--- config.mk ---
export PLATFORM = sky130hd
export DESIGN_NAME = score_counter
export DESIGN_NICKNAME = d
export VERILOG_FILES = /design/src/rtl/score_counter.sv
export SDC_FILE = /design/constraint.sdc
export NUM_CORES = 1
export LEC_CHECK = 0
export CAP_MARGIN = 30
export CORE_MARGIN = 1
export CORE_UTILIZATION = 39
export DETAILED_ROUTE_END_ITERATION = 7
export MAX_ROUTING_LAYER = met4
export PLACE_DENSITY_LB_ADDON = 0.15
export SLEW_MARGIN = 20
export SYNTH_ARGS = -nofsm -noshare
export SYNTH_HDL_FRONTEND = slang
export SYNTH_SLANG_ARGS = --single-unit
--- constraint.sdc ---
create_clock -name clk_1khz -period 2.1 [get_ports clk_1khz]
set_input_delay 0.42 -clock clk_1khz [delete_from_list [all_inputs] [get_ports clk_1khz]]
set_output_delay 0.42 -clock clk_1khz [all_outputs]
set_load 0.02 [all_outputs]
--- src/rtl/score_counter.sv ---
// Two-digit BCD score with saturation at 0 / MAX_SCORE and a time-multiplexed 7-segment display driver.
// Score updates one cycle after an input rising edge; inputs are edge-sensitive, so no backpressure exists.
module score_counter #(
  parameter int MAX_SCORE          = 99,
  parameter int MUX_PERIOD         = 5,
  parameter int BLANK_LEADING_ZERO = 1
) (
  input  logic       clk_1khz,
  input  logic       rst_i,
  input  logic       count_up,
  input  logic       count_down,
  output logic [3:0] ones_o,
  output logic [3:0] tens_o,
  output logic [6:0] seg_o,
  output logic [1:0] digit_sel_o,
  output logic       limit_o
);

  localparam int             MCW       = (MUX_PERIOD > 1) ? $clog2(MUX_PERIOD) : 1;
  localparam logic [MCW-1:0] MUX_LAST  = MCW'(MUX_PERIOD - 1);
  localparam logic [3:0]     MAX_TENS  = 4'(MAX_SCORE / 10);
  localparam logic [3:0]     MAX_ONES  = 4'(MAX_SCORE % 10);

  logic [3:0]     ones_q, ones_d;
  logic [3:0]     tens_q, tens_d;
  logic           prev_up_q, prev_dn_q;
  logic [MCW-1:0] mux_cnt_q, mux_cnt_d;
  logic [1:0]     sel_q, sel_d;

  logic       up_evt, dn_evt;
  logic       at_max, at_zero;
  logic [3:0] digit;

  assign up_evt  = count_up & ~prev_up_q;
  assign dn_evt  = count_down & ~prev_dn_q;
  assign at_max  = (tens_q == MAX_TENS) && (ones_q == MAX_ONES);
  assign at_zero = (tens_q == 4'd0) && (ones_q == 4'd0);

  // Simultaneous up and down events cancel; each saturates at its own limit.
  always_comb begin
    ones_d = ones_q;
    tens_d = tens_q;
    if (up_evt && !dn_evt && !at_max) begin
      if (ones_q == 4'd9) begin
        ones_d = 4'd0;
        tens_d = tens_q + 4'd1;
      end else begin
        ones_d = ones_q + 4'd1;
      end
    end else if (dn_evt && !up_evt && !at_zero) begin
      if (ones_q == 4'd0) begin
        ones_d = 4'd9;
        tens_d = tens_q - 4'd1;
      end else begin
        ones_d = ones_q - 4'd1;
      end
    end
  end

  always_comb begin
    mux_cnt_d = mux_cnt_q + 1'b1;
    sel_d     = sel_q;
    if (mux_cnt_q == MUX_LAST) begin
      mux_cnt_d = '0;
      sel_d     = {sel_q[0], sel_q[1]};
    end
  end

  always_ff @(posedge clk_1khz) begin
    if (rst_i) begin
      ones_q    <= 4'd0;
      tens_q    <= 4'd0;
      prev_up_q <= 1'b0;
      prev_dn_q <= 1'b0;
      mux_cnt_q <= '0;
      sel_q     <= 2'b01;
    end else begin
      ones_q    <= ones_d;
      tens_q    <= tens_d;
      prev_up_q <= count_up;
      prev_dn_q <= count_down;
      mux_cnt_q <= mux_cnt_d;
      sel_q     <= sel_d;
    end
  end

  assign digit = sel_q[1] ? tens_q : ones_q;

  always_comb begin
    case (digit)
      4'd0:    seg_o = 7'h3F;
      4'd1:    seg_o = 7'h06;
      4'd2:    seg_o = 7'h5B;
      4'd3:    seg_o = 7'h4F;
      4'd4:    seg_o = 7'h66;
      4'd5:    seg_o = 7'h6D;
      4'd6:    seg_o = 7'h7D;
      4'd7:    seg_o = 7'h07;
      4'd8:    seg_o = 7'h7F;
      4'd9:    seg_o = 7'h6F;
      default: seg_o = 7'h00;
    endcase
    if (sel_q[1] && (BLANK_LEADING_ZERO != 0) && (tens_q == 4'd0)) begin
      seg_o = 7'h00;
    end
  end

  assign ones_o      = ones_q;
  assign tens_o      = tens_q;
  assign digit_sel_o = sel_q;
  assign limit_o     = at_max | at_zero;

endmodule

## Word-level counts from Yosys, hierarchy flattened

Memories as Yosys holds them, arrays and structs flattened.
Index checks and enable logic that the tools add are counted.

- Add/sub/neg operators: 5
- Equality and inequality tests: 4
- Multiplexer cells: 10
- Bitwise operators: 5
- Reductions and logical operators: 17

Operators with widths:

| operator | number |
|---|---|
| $mux 4 | 9 |
| $add 4x1->4 const B | 2 |
| $eq 4x4->1 const B | 2 |
| $logic_not 4->1 | 2 |
| $sub 4x1->4 const B | 2 |
| $logic_and 1x1->1 | 7 |
| $mux 7 | 1 |
| $logic_not 1->1 | 4 |
| $reduce_bool 2->1 | 2 |
| $add 3x1->3 const B | 1 |
| $eq 3x3->1 const B | 1 |
| $reduce_and 3->1 | 1 |
| $and 1x1->1 | 2 |
| $ne 2x1->1 const B | 1 |
| $not 1->1 | 2 |
| $reduce_or 2->1 | 1 |
| $or 1x1->1 | 1 |

- Flip-flop bits (word level): 15
- Bits in read-only memories: 112
- Output and inout port bits: 18
- Word-level logic and storage cells: 48
- Memories: 1

Memory list:

| name | words | bits a word | read ports | clocked after Yosys merged registers in | wr ports | RTL line | source |
|---|---|---|---|---|---|---|---|
| (name not given) | 16 | 7 | 1 | 0 | 0 | 90 | `case (digit)` |

## Depth between registers and ports, before layout

Gate-level depths: netlist of the first run.

- Word-level depth: 7
- Mapped depth: 10
- Depth with buffers taken out: 8

## Least setup slack after synthesis of the first run

Ideal clock, no wire load.

- Path kind: reg2out
- Start: register sel_q[1] (netlist: digit_sel_o[1])
- End: output seg_o[5]
- Data arrival time: 1889 ps
- Setup slack: -209 ps
- Stages on the path, launching flop included: 8
- Buffers on the path: 1
- Path through: dfxtp_1 -> clkbuf_1 -> mux2i_1 -> inv_2 -> ha_1 -> nand2_1 -> o21ai_0 -> a21oi_1

- Cells in the longest elaborated chain, start to end: 3
- Elaborated cells between the ends (all ways): 4
- Classes of those cells: mux (2); reduce/logical (1); memory (1)

RTL lines:

| element | RTL line | source |
|---|---|---|
| from (decl) | 28 | `logic [1:0] sel_q, sel_d;` |
| from (signal assigned) | 83 | `sel_q <= sel_d;` |
| $mux 4 | 87 | `assign digit = sel_q[1] ? tens_q : ones_q;` |
| $mem_v2 16x7 | n/a |  |
| $mux 7 * | 103 | `if (sel_q[1] && (BLANK_LEADING_ZERO != 0) && (tens_q == 4'd0)) begin` |
| to (decl) | 14 | `output logic [6:0] seg_o,` |

Mark *: on every way between the ends. The rest lies on a longest branch, timed or not.

## Worst setup path in the final report of the first run

- Start: register sel_q[1] (netlist: digit_sel_o[1])
- End: output seg_o[0]

Same word-level chain as after synthesis.

==> impl.org, run 1 <==
** Run status
- Result of the run :: finished clean

** GRT
- Number of antenna violations at the first check in global routing :: 0
- Global-route wire length before repair :: 5982 microns
- Global routing consumed, on the met3 layer, 1.978% of the routing resources.
- The number of global-route vias before repair is 1354.
- Met1 capacity usage during global routing :: 30.72%
- Most used routing layer in global routing :: met2
- Summed over all layers, the global routing overflow is 0.
- Maximum number of pins on one net before global-route repair :: 12
- Across every metal layer, demand over resource in global routing totals 23.32%.
- Global-route met2 utilization :: 37.27%

** Synth
- Among all flip-flop cells after synthesis, the most frequent one is sky130_fd_sc_hd__dfxtp_1.
- Top cell type by total area after synthesis :: sky130_fd_sc_hd__dfxtp_1
- Count of unique library cells instantiated by Yosys :: 50
- Counting every net in the synthesized netlist gives 165.
- Yosys printed 0 warnings.
- Share of synthesized area occupied by flip-flops and latches :: 24.02%
- The synthesized design contains 0 enable-type register cells.
- Flops & latches, synth :: 15
- By area the synthesized netlist is led by sky130_fd_sc_hd__dfxtp_1 24%, sky130_fd_sc_hd__ha_1 8.0%, sky130_fd_sc_hd__a21oi_1 5.2%.
- After synthesis, the share of flip-flops with an asynchronous set or reset is 0%.
- After synthesis, the largest area contributor takes up 24.02% of total cell area.
- Number of instances in the synthesized netlist :: 153
- Summing every instance area after synthesis gives 1250 sq um.
- A synthesized cell averages 8.170 sq um.

** Drt
- In the routed design, unresolved DRC markers number 0.
- Routed Antenna Nets :: 0
- Wire length after detailed routing :: 3709 microns
- Before antenna repair, the detailed router went through 5 iterations.
- After detailed routing, the average wire length per cell comes to 14.32 microns.
- Initial DRC count :: 106
- Across all layers, the routed design uses 1424 vias.
- Via-per-instance ratio :: 5.498

** Cells and area
- Area occupied by multi-input gates :: 1021 sq um
- In the final layout, the share of cells above drive strength 1 is 46.51%.
- Most frequent cells in the layout :: 48 x sky130_fd_sc_hd__buf_4, 13 x sky130_fd_sc_hd__clkdlybuf4s50_1, 9 x sky130_fd_sc_hd__dfxtp_1, 8 x sky130_fd_sc_hd__nand2_1, 8 x sky130_fd_sc_hd__a21oi_1
- Registers take 310.3 sq um.
- The final layout contains 228 nets.
- Post-Layout Cell Count :: 259
- The filler cells instantiated in the layout total 275.
- Leaving out fill and tap cells, the most frequent cell in the layout is sky130_fd_sc_hd__buf_4.
- From synthesis to final layout, the design area changed by 60.66%.
- Count of inserted antenna diode cells :: 0

** Timing
- The worst path uses 98.30% of the clock period.
- The final-report max-slew violation count came to 0.
- Setup violations remaining at the end of the flow were counted as 0.
- Maximum clock rate :: 0.4844 GHz
- Hold is met by 0.4815 ns.
- Headroom to the max-slew limit :: 75.99%
- Worst clock skew :: 0.004802 ns
- RSZ-0062 raised after global routing :: yes
- The worst path in the final design needs a cycle of 2.064 ns, including I/O delays and setup.
- For the pin with the worst max-slew slack, the measured transition is 0.3590 ns.
- Final hold violation count :: 0

** Clock tree
- CTS sink count :: 15
- CTS placed an instance of sky130_fd_sc_hd__clkbuf_4 at the clock tree root.
- Counting the buffers created by CTS gives 3.
- No sink is reached through more buffers than the 2 on the longest clock path.
- Post-CTS Hold Buffers :: 0
- Clock transition at path regs :: 0.09 ns
- TritonCTS built the clock tree.
- The later pin in the worst-skew pair is clocked with a latency of 0.29 ns.
- H-tree level count :: 1

** Power and ir drop
- For this design the static power due to leakage is 0.8199 nW.
- After layout, the design draws a total of 1.104 mW.
- Max IR drop VDD :: 0.3395 mV
- For this design the ratio of total power to cell area is 550.0 nW/um^2.

** Floorplan
- Starting density of the core :: 40.94%
- Measured along the x axis, the die boundary spans 58.61 microns.
- The floorplan step set the die height to 58.61 microns.
- Die Footprint :: 3435 sq um
- Number of placed I/O pins :: 22
- Row Count :: 20
- Standard cell core area :: 3053 sq um

** Critical path
- Crit-path slowest cell :: sky130_fd_sc_hd__dfxtp_4
- Of all nets on the critical path, the largest fanout is 7.
- STA classifies the critical path startpoint as a flip-flop.
- Data arrival time at the worst-slack endpoint :: 1.64 ns
- CP required :: 1.68 ns
- The worst setup path is of the reg -> out kind.
- Counting stages on the worst path, the most repeated cell is sky130_fd_sc_hd__buf_4.
- CP peak stage delay :: 0.41 ns
- The signal on the critical path passes through mux2_2, buf_4, nand2_1, nand2_2, a21oi_2, buf_4.
- The worst setup path is captured at a primary output.

** Placement
- In this run, placement finished with an instance count of 251.
- Routability-driven placement finished with a final weighted congestion of 0.9163.
- Final HPWL DP :: 2734 microns
- In this run the tool buffered the top-level ports with 21 buffer cells.

** Flow run
- Maximum Capacitance Violations :: 0

** Worst hold path
- Worst min-delay path class :: reg -> reg
layer usage:
metal | vias up | part of all wire, %
met5 | - | 0
met4 | 0 | 0.78
li1 | 708 | -
met1 | 663 | 46
met2 | 49 | 49
met3 | 4 | 4.1
state kept, by name, indices dropped and copies added (netlist names):
| signal | flops |
|---|---|
| digit_sel_o | 2 |
| tens_o | 4 |
| mux_cnt_q | 3 |
| prev_dn_q | 1 |
| prev_up_q | 1 |
| ones_o | 4 |
path summary, 6_finish.rpt:
path / from / endpoint / slack [ns] / depth (start not counted)
worst min-delay path: mux_cnt_q[0]$_SDFF_PP0_ / mux_cnt_q[0]$_SDFF_PP0_ / 0.48 / 1
worst max register to register: ones_o[2]$_SDFFE_PP0P_ / tens_o[3]$_SDFFE_PP0P_ / 0.09 / 9
worst max-delay path: digit_sel_o[1]$_SDFFE_PP0P_ / seg_o[0] / 0.04 / 6
worst min register to register: mux_cnt_q[0]$_SDFF_PP0_ / mux_cnt_q[0]$_SDFF_PP0_ / 0.48 / 1
layout make-up:
| class | count | share of cell area, % |
|---|---|---|
| multi-input combinational | 118 | 50.84 |
| clock inverter | 1 | 0.2492 |
| clock buffer | 3 | 1.121 |
| timing repair buffer | 68 | 27.73 |
| inverter | 10 | 1.869 |
| tap | 44 | 2.741 |
| sequential | 15 | 15.45 |
stage by stage:
stage                     TNS [ns]  instance area, sq um  utilization, %  worst slack (ns)
after global routing       -0.1446                  2008           65.78          -0.06318
after CTS                 -0.01764                  1864           61.07          -0.01764
after floorplan                  0                  1308               -          0.005125
after global placement      -1.965                  1843           60.37           -0.2564
after detailed placement    -2.327                  1843           60.37           -0.2946
final                            0                  2008           65.78           0.03578
report_power, final:
part	switching (mW)	internal, mW
clock	0.103	0.0708
sequential	0.0214	0.306
combinational	0.301	0.302
total	0.426	0.679
critical path, delay by kind of cell (launching register included):
kind	cells	cell delay, ns
flops	1	0.41
mux	1	0.39
compound gates	1	0.11
simple gates	2	0.14
buf+inv	2	0.30
what timing repair did:
| item | 4_1_cts | 5_1_grt |
|---|---|---|
| endpoints found under the setup margin | 8 | 9 |
| pin swaps | 1 | 5 |
| buffers inserted | 0 | 4 |
| gates cloned | 0 | 0 |
| gates resized for setup | 40 | 34 |
kinds of logic after synthesis:
kind of cell	count (synthesis)	synth area share [%]
multiplexers	5	4.104
buffers and inverters	20	7.107
AO/OA/AOI/OAI	49	27.83
adder cells (fa/ha/maj)	8	8.008
flip-flops	15	24.02
AND/OR/NAND/NOR	56	28.93
Yosys cell counts, types with 4 or more instances:
| master | count |
|---|---|
| sky130_fd_sc_hd__a21oi_1 | 13 |
| sky130_fd_sc_hd__nor3_1 | 5 |
| sky130_fd_sc_hd__o21ai_0 | 5 |
| sky130_fd_sc_hd__inv_1 | 7 |
| sky130_fd_sc_hd__nor2b_1 | 5 |
| sky130_fd_sc_hd__clkbuf_1 | 6 |
| sky130_fd_sc_hd__ha_1 | 8 |
| sky130_fd_sc_hd__nor2_1 | 6 |
| sky130_fd_sc_hd__dfxtp_1 | 15 |
| sky130_fd_sc_hd__nand3_1 | 6 |
| sky130_fd_sc_hd__nand2_1 | 11 |
| sky130_fd_sc_hd__o211ai_1 | 6 |
| sky130_fd_sc_hd__mux2i_1 | 4 |
No activity file was read; power rests on OpenSTA's default activity.
==> run 2, diff against run 1 <==
--- a/config.mk
+++ b/config.mk
@@ -6,8 +6,10 @@
 export NUM_CORES = 1
 export LEC_CHECK = 0
 export CAP_MARGIN = 30
+export CELL_PAD_IN_SITES_DETAIL_PLACEMENT = 1
+export CELL_PAD_IN_SITES_GLOBAL_PLACEMENT = 2
 export CORE_MARGIN = 1
-export CORE_UTILIZATION = 39
+export CORE_UTILIZATION = 27
 export DETAILED_ROUTE_END_ITERATION = 7
 export MAX_ROUTING_LAYER = met4
 export PLACE_DENSITY_LB_ADDON = 0.15
==> run 2 against run 1 <==
Compared with the run above:
- flip-flop and latch count stayed put
- critical path depth is 2 higher
- wire length is 16% higher
- worst hold slack worse by 0.023 ns
- design area is 2.4% higher
- via count is 2.0% lower
- global-route usage is 4.8 points lower
- combinational power is 4.0% lower
- utilization is 19 points lower
==> impl.org, run 2 (same netlist as run 1, synthesis figures left out) <==
** Run status
- Result of the run :: finished clean (unchanged)

** Critical path
- The arrival time reported for the critical path endpoint was 1.62 ns (was 1.64 ns).
- The endpoint required time on the critical path was 1.68 ns (about the same).
- Critical-path maximum fanout :: 7 (unchanged)
- The sort of element at the start of the critical path is a flip-flop (unchanged).
- The family of cells with the greatest summed delay on the critical path is flip-flops (unchanged).
- Worst-path cell chain: mux2i_4, buf_6, ha_4, nand2_4, buf_6, o21ai_2, a21oi_2, buf_6 (was mux2_2, buf_4, nand2_1, nand2_2, a21oi_2, buf_4).
- The dominant cell type by count on the critical path is sky130_fd_sc_hd__buf_6 (was sky130_fd_sc_hd__buf_4).
- Endpoint class of the critical path :: primary output (unchanged)
- The slowest library cell on the worst path was sky130_fd_sc_hd__dfxtp_4 (unchanged).
- The worst-case register-to-register setup slack is 0.11 ns (was 0.09 ns).
- Crit path buffers/inverters :: 3 (was 2)
- The category of the most critical setup path is reg -> out (unchanged).
- The number of cells traversed by the worst register-to-register path came to 9 (unchanged).
- The reg-to-reg endpoint is tens_o[3]$_SDFFE_PP0P_ (unchanged).
- The delay of the slowest critical-path stage came to 0.40 ns (was 0.41 ns).
- The startpoint of the worst-slack reg-to-reg timing path is ones_o[0]$_SDFFE_PP0P_ (was ones_o[2]$_SDFFE_PP0P_).

** GRT
- Maximum number of pins on one net before global-route repair :: 14 (was 12)
- Global-route met2 utilization :: 31.41% (was 37.27%)
- Met1 capacity usage during global routing :: 23.08% (was 30.72%)
- The number of global-route vias before repair is 1434 (was 1354).
- Number of antenna violations at the first check in global routing :: 0 (unchanged)
- The aggregate global routing overflow was 0 (unchanged).
- GRT Resource Usage Total :: 18.57% (was 23.32%)
- The global-route wire length before repair came to 7079 microns (was 5982 microns).
- Met3 Track Usage GR :: 2.742% (was 1.978%)
- Most used routing layer in global routing :: met2 (unchanged)

** Drt
- The count of unresolved DRC violations after routing was 0 (unchanged).
- Via-per-instance ratio :: 5.284 (was 5.498)
- TritonRoute pass-1 iters :: 4 (was 5)
- Count of vias placed by the detailed router :: 1395 (was 1424)
- The average wire per cell in the routed design was 16.27 microns (was 14.32 microns).
- The final wirelength came to 4295 microns (was 3709 microns).
- The violation count after the first detailed-routing iteration was 46 (was 106).
- The final antenna-violating net count was 0 (unchanged).

** Clock tree
- The level count of the clock H-tree came to 1 (unchanged).
- The post-CTS clock slew at the launch and capture registers of the worst setup and hold paths is 0.07 ns (was 0.09 ns).
- The number of buffers between clock root and the deepest sink was 2 (unchanged).
- The number of buffers added to fix hold violations after cts is 0 (unchanged).
- CTS Root Cell :: sky130_fd_sc_hd__clkbuf_8 (was sky130_fd_sc_hd__clkbuf_4)
- Number of clock buffers inserted by TritonCTS :: 3 (unchanged)
- CTS sink count :: 15 (unchanged)
- The later-pin clock latency in the skew report was 0.25 ns (was 0.29 ns).
- Clock tree from TritonCTS :: done (unchanged)

** Timing
- WHS :: 0.4586 ns (was 0.4815 ns)
- RSZ-0062 raised after global routing :: yes (unchanged)
- The highest achievable clock rate came to 0.4895 GHz (was 0.4844 GHz).
- The setup total negative slack came to 0 ns (unchanged).
- The final-report max-slew violation count was 0 (unchanged).
- Total of endpoints with negative setup slack in the final report :: 0 (unchanged)
- The normalized max-slew margin was 76.21% (was 75.99%).
- The slew at the pin closest to its max-slew limit is 0.3564 ns (was 0.3590 ns).
- Fraction of the cycle the final worst path needs :: 97.28% (was 98.30%)
- The final critical path time including I/O delays and setup is 2.043 ns (was 2.064 ns).
- The setup slack after layout is 0.05715 ns (was 0.03578 ns).
- The final setup skew was 0.003080 ns (was 0.004802 ns).
- Final hold violation count :: 0 (unchanged)

** Cells and area
- Most frequent cells in the layout: 42 x sky130_fd_sc_hd__buf_4, 11 x sky130_fd_sc_hd__clkdlybuf4s50_1, 10 x sky130_fd_sc_hd__dfxtp_1, 9 x sky130_fd_sc_hd__nand2_1, 9 x sky130_fd_sc_hd__a21oi_1 (was 48 x sky130_fd_sc_hd__buf_4, 13 x sky130_fd_sc_hd__clkdlybuf4s50_1, 9 x sky130_fd_sc_hd__dfxtp_1, 8 x sky130_fd_sc_hd__nand2_1, 8 x sky130_fd_sc_hd__a21oi_1).
- Fraction of final layout cells with drive strength greater than 1 :: 45.28% (was 46.51%)
- Count of inserted antenna diode cells :: 0 (unchanged)
- Design area :: 2056 sq um (was 2008 sq um)
- The final cell utilization of the core was 46.57% (was 65.78%).
- Syn-to-layout area delta :: 64.46% (was 60.66%)
- # nets final :: 225 (was 228)
- Most common cell after layout, fill and taps aside :: sky130_fd_sc_hd__buf_4 (unchanged)
- Filler instances :: 514 (was 275)
- The final non-filler cell total came to 264 (was 259).

** Placement
- # port buffers :: 21 (unchanged)
- The final RePlAce weighted congestion came to 0.8851 (was 0.9163).
- Post-place setup slack :: -0.3640 ns (was -0.2946 ns)
- The HPWL after detailed placement was 3187 microns (was 2734 microns).
- Post-DP Area :: 1823 sq um (was 1843 sq um)
- The total placed cells including tap cells came to 255 (was 251).

** Floorplan
- Standard cell core area :: 4414 sq um (was 3053 sq um)
- The total die area came to 4906 sq um (was 3435 sq um).
- The total I/O pin count is 22 (unchanged).
- The vertical die dimension was 70.04 microns (was 58.61 microns).
- Row Count :: 24 (was 20)
- The die width came to 70.04 microns (was 58.61 microns).
- The initial cell density of the core was 28.32% (was 40.94%).

** Flow run
- Maximum Capacitance Violations :: 0 (unchanged)

** Power and ir drop
- The peak ir drop on the vdd network was 0.2100 mV (was 0.3395 mV).
- Power density relative to cell area :: 562.0 nW/um^2 (was 550.0 nW/um^2)
- The total chip power was 1.155 mW (was 1.104 mW).
- The leakage power is 0.8489 nW (was 0.8199 nW).

** Worst hold path
- Min-delay src :: count_up (was mux_cnt_q[0]$_SDFF_PP0_)
- Worst min-delay path class :: in -> reg (was reg -> reg)
- The cell depth of the worst hold path came to 2 (was 1).
- The worst hold path endpoint was prev_up_q$_SDFF_PP0_ (was mux_cnt_q[0]$_SDFF_PP0_).
-- run 2: area by class of cell --
| cell class | count | area [sq um] | area share, % |
|---|---|---|---|
| multi-input cells | 118 | 1054 | 51.25 |
| repair buffers | 65 | 544.3 | 26.48 |
| flip-flops and latches | 15 | 309.0 | 15.03 |
| well taps | 52 | 65.06 | 3.165 |
| clock buffers | 3 | 41.29 | 2.009 |
| inverters | 10 | 37.54 | 1.826 |
| clock inverters | 1 | 5.005 | 0.2435 |
-- run 2: how the worst max path moves through the flow --
stage / cells after the start / endpoint / slack [ns] / startpoint
floorplan: 7 / seg_o[5] / 0.005 / digit_sel_o[1]$_SDFFE_PP0P_
global placement: 5 / seg_o[2] / -0.22 / digit_sel_o[1]$_SDFFE_PP0P_
detailed placement: 9 / tens_o[3]$_SDFFE_PP0P_ / -0.36 / count_down
CTS: 5 / seg_o[2] / -0.04 / digit_sel_o[1]$_SDFFE_PP0P_
global route: 8 / seg_o[3] / -0.02 / digit_sel_o[1]$_SDFFE_PP0P_
finish: 8 / seg_o[3] / 0.06 / digit_sel_o[1]$_SDFFE_PP0P_
-- run 2: what timing repair did --
item | in CTS | in global routing
endpoints found under the setup margin | 9 | 12
resized for setup | 47 | 32
pin swaps | 4 | 8
setup buffers | 3 | 3
-- run 2: metal layers --
layer | wire (microns) | share of wire [%]
met1 | 1968 | 46
met2 | 2182 | 51
met3 | 103 | 2.4
met4 | 41 | 0.95
met5 | 0 | 0
-- run 2: worst register-to-register path, stage by stage, from the launching register on --
cell                        delay, ns
sky130_fd_sc_hd__dfxtp_2         0.33
sky130_fd_sc_hd__buf_4           0.16
sky130_fd_sc_hd__nor4bb_4        0.18
sky130_fd_sc_hd__a211oi_4        0.28
sky130_fd_sc_hd__inv_2           0.09
sky130_fd_sc_hd__ha_4            0.30
sky130_fd_sc_hd__a31oi_4         0.08
sky130_fd_sc_hd__and3b_1         0.17
sky130_fd_sc_hd__mux2i_1         0.14
sky130_fd_sc_hd__o2111ai_1       0.14
-- run 2: report_power, final --
group | internal [mW] | switching [mW] | leakage, nW | total [mW]
clock network | 0.132 | 0.114 | 0.0255 | 0.246
registers | 0.307 | 0.0239 | 0.125 | 0.330
logic | 0.283 | 0.296 | 0.698 | 0.579
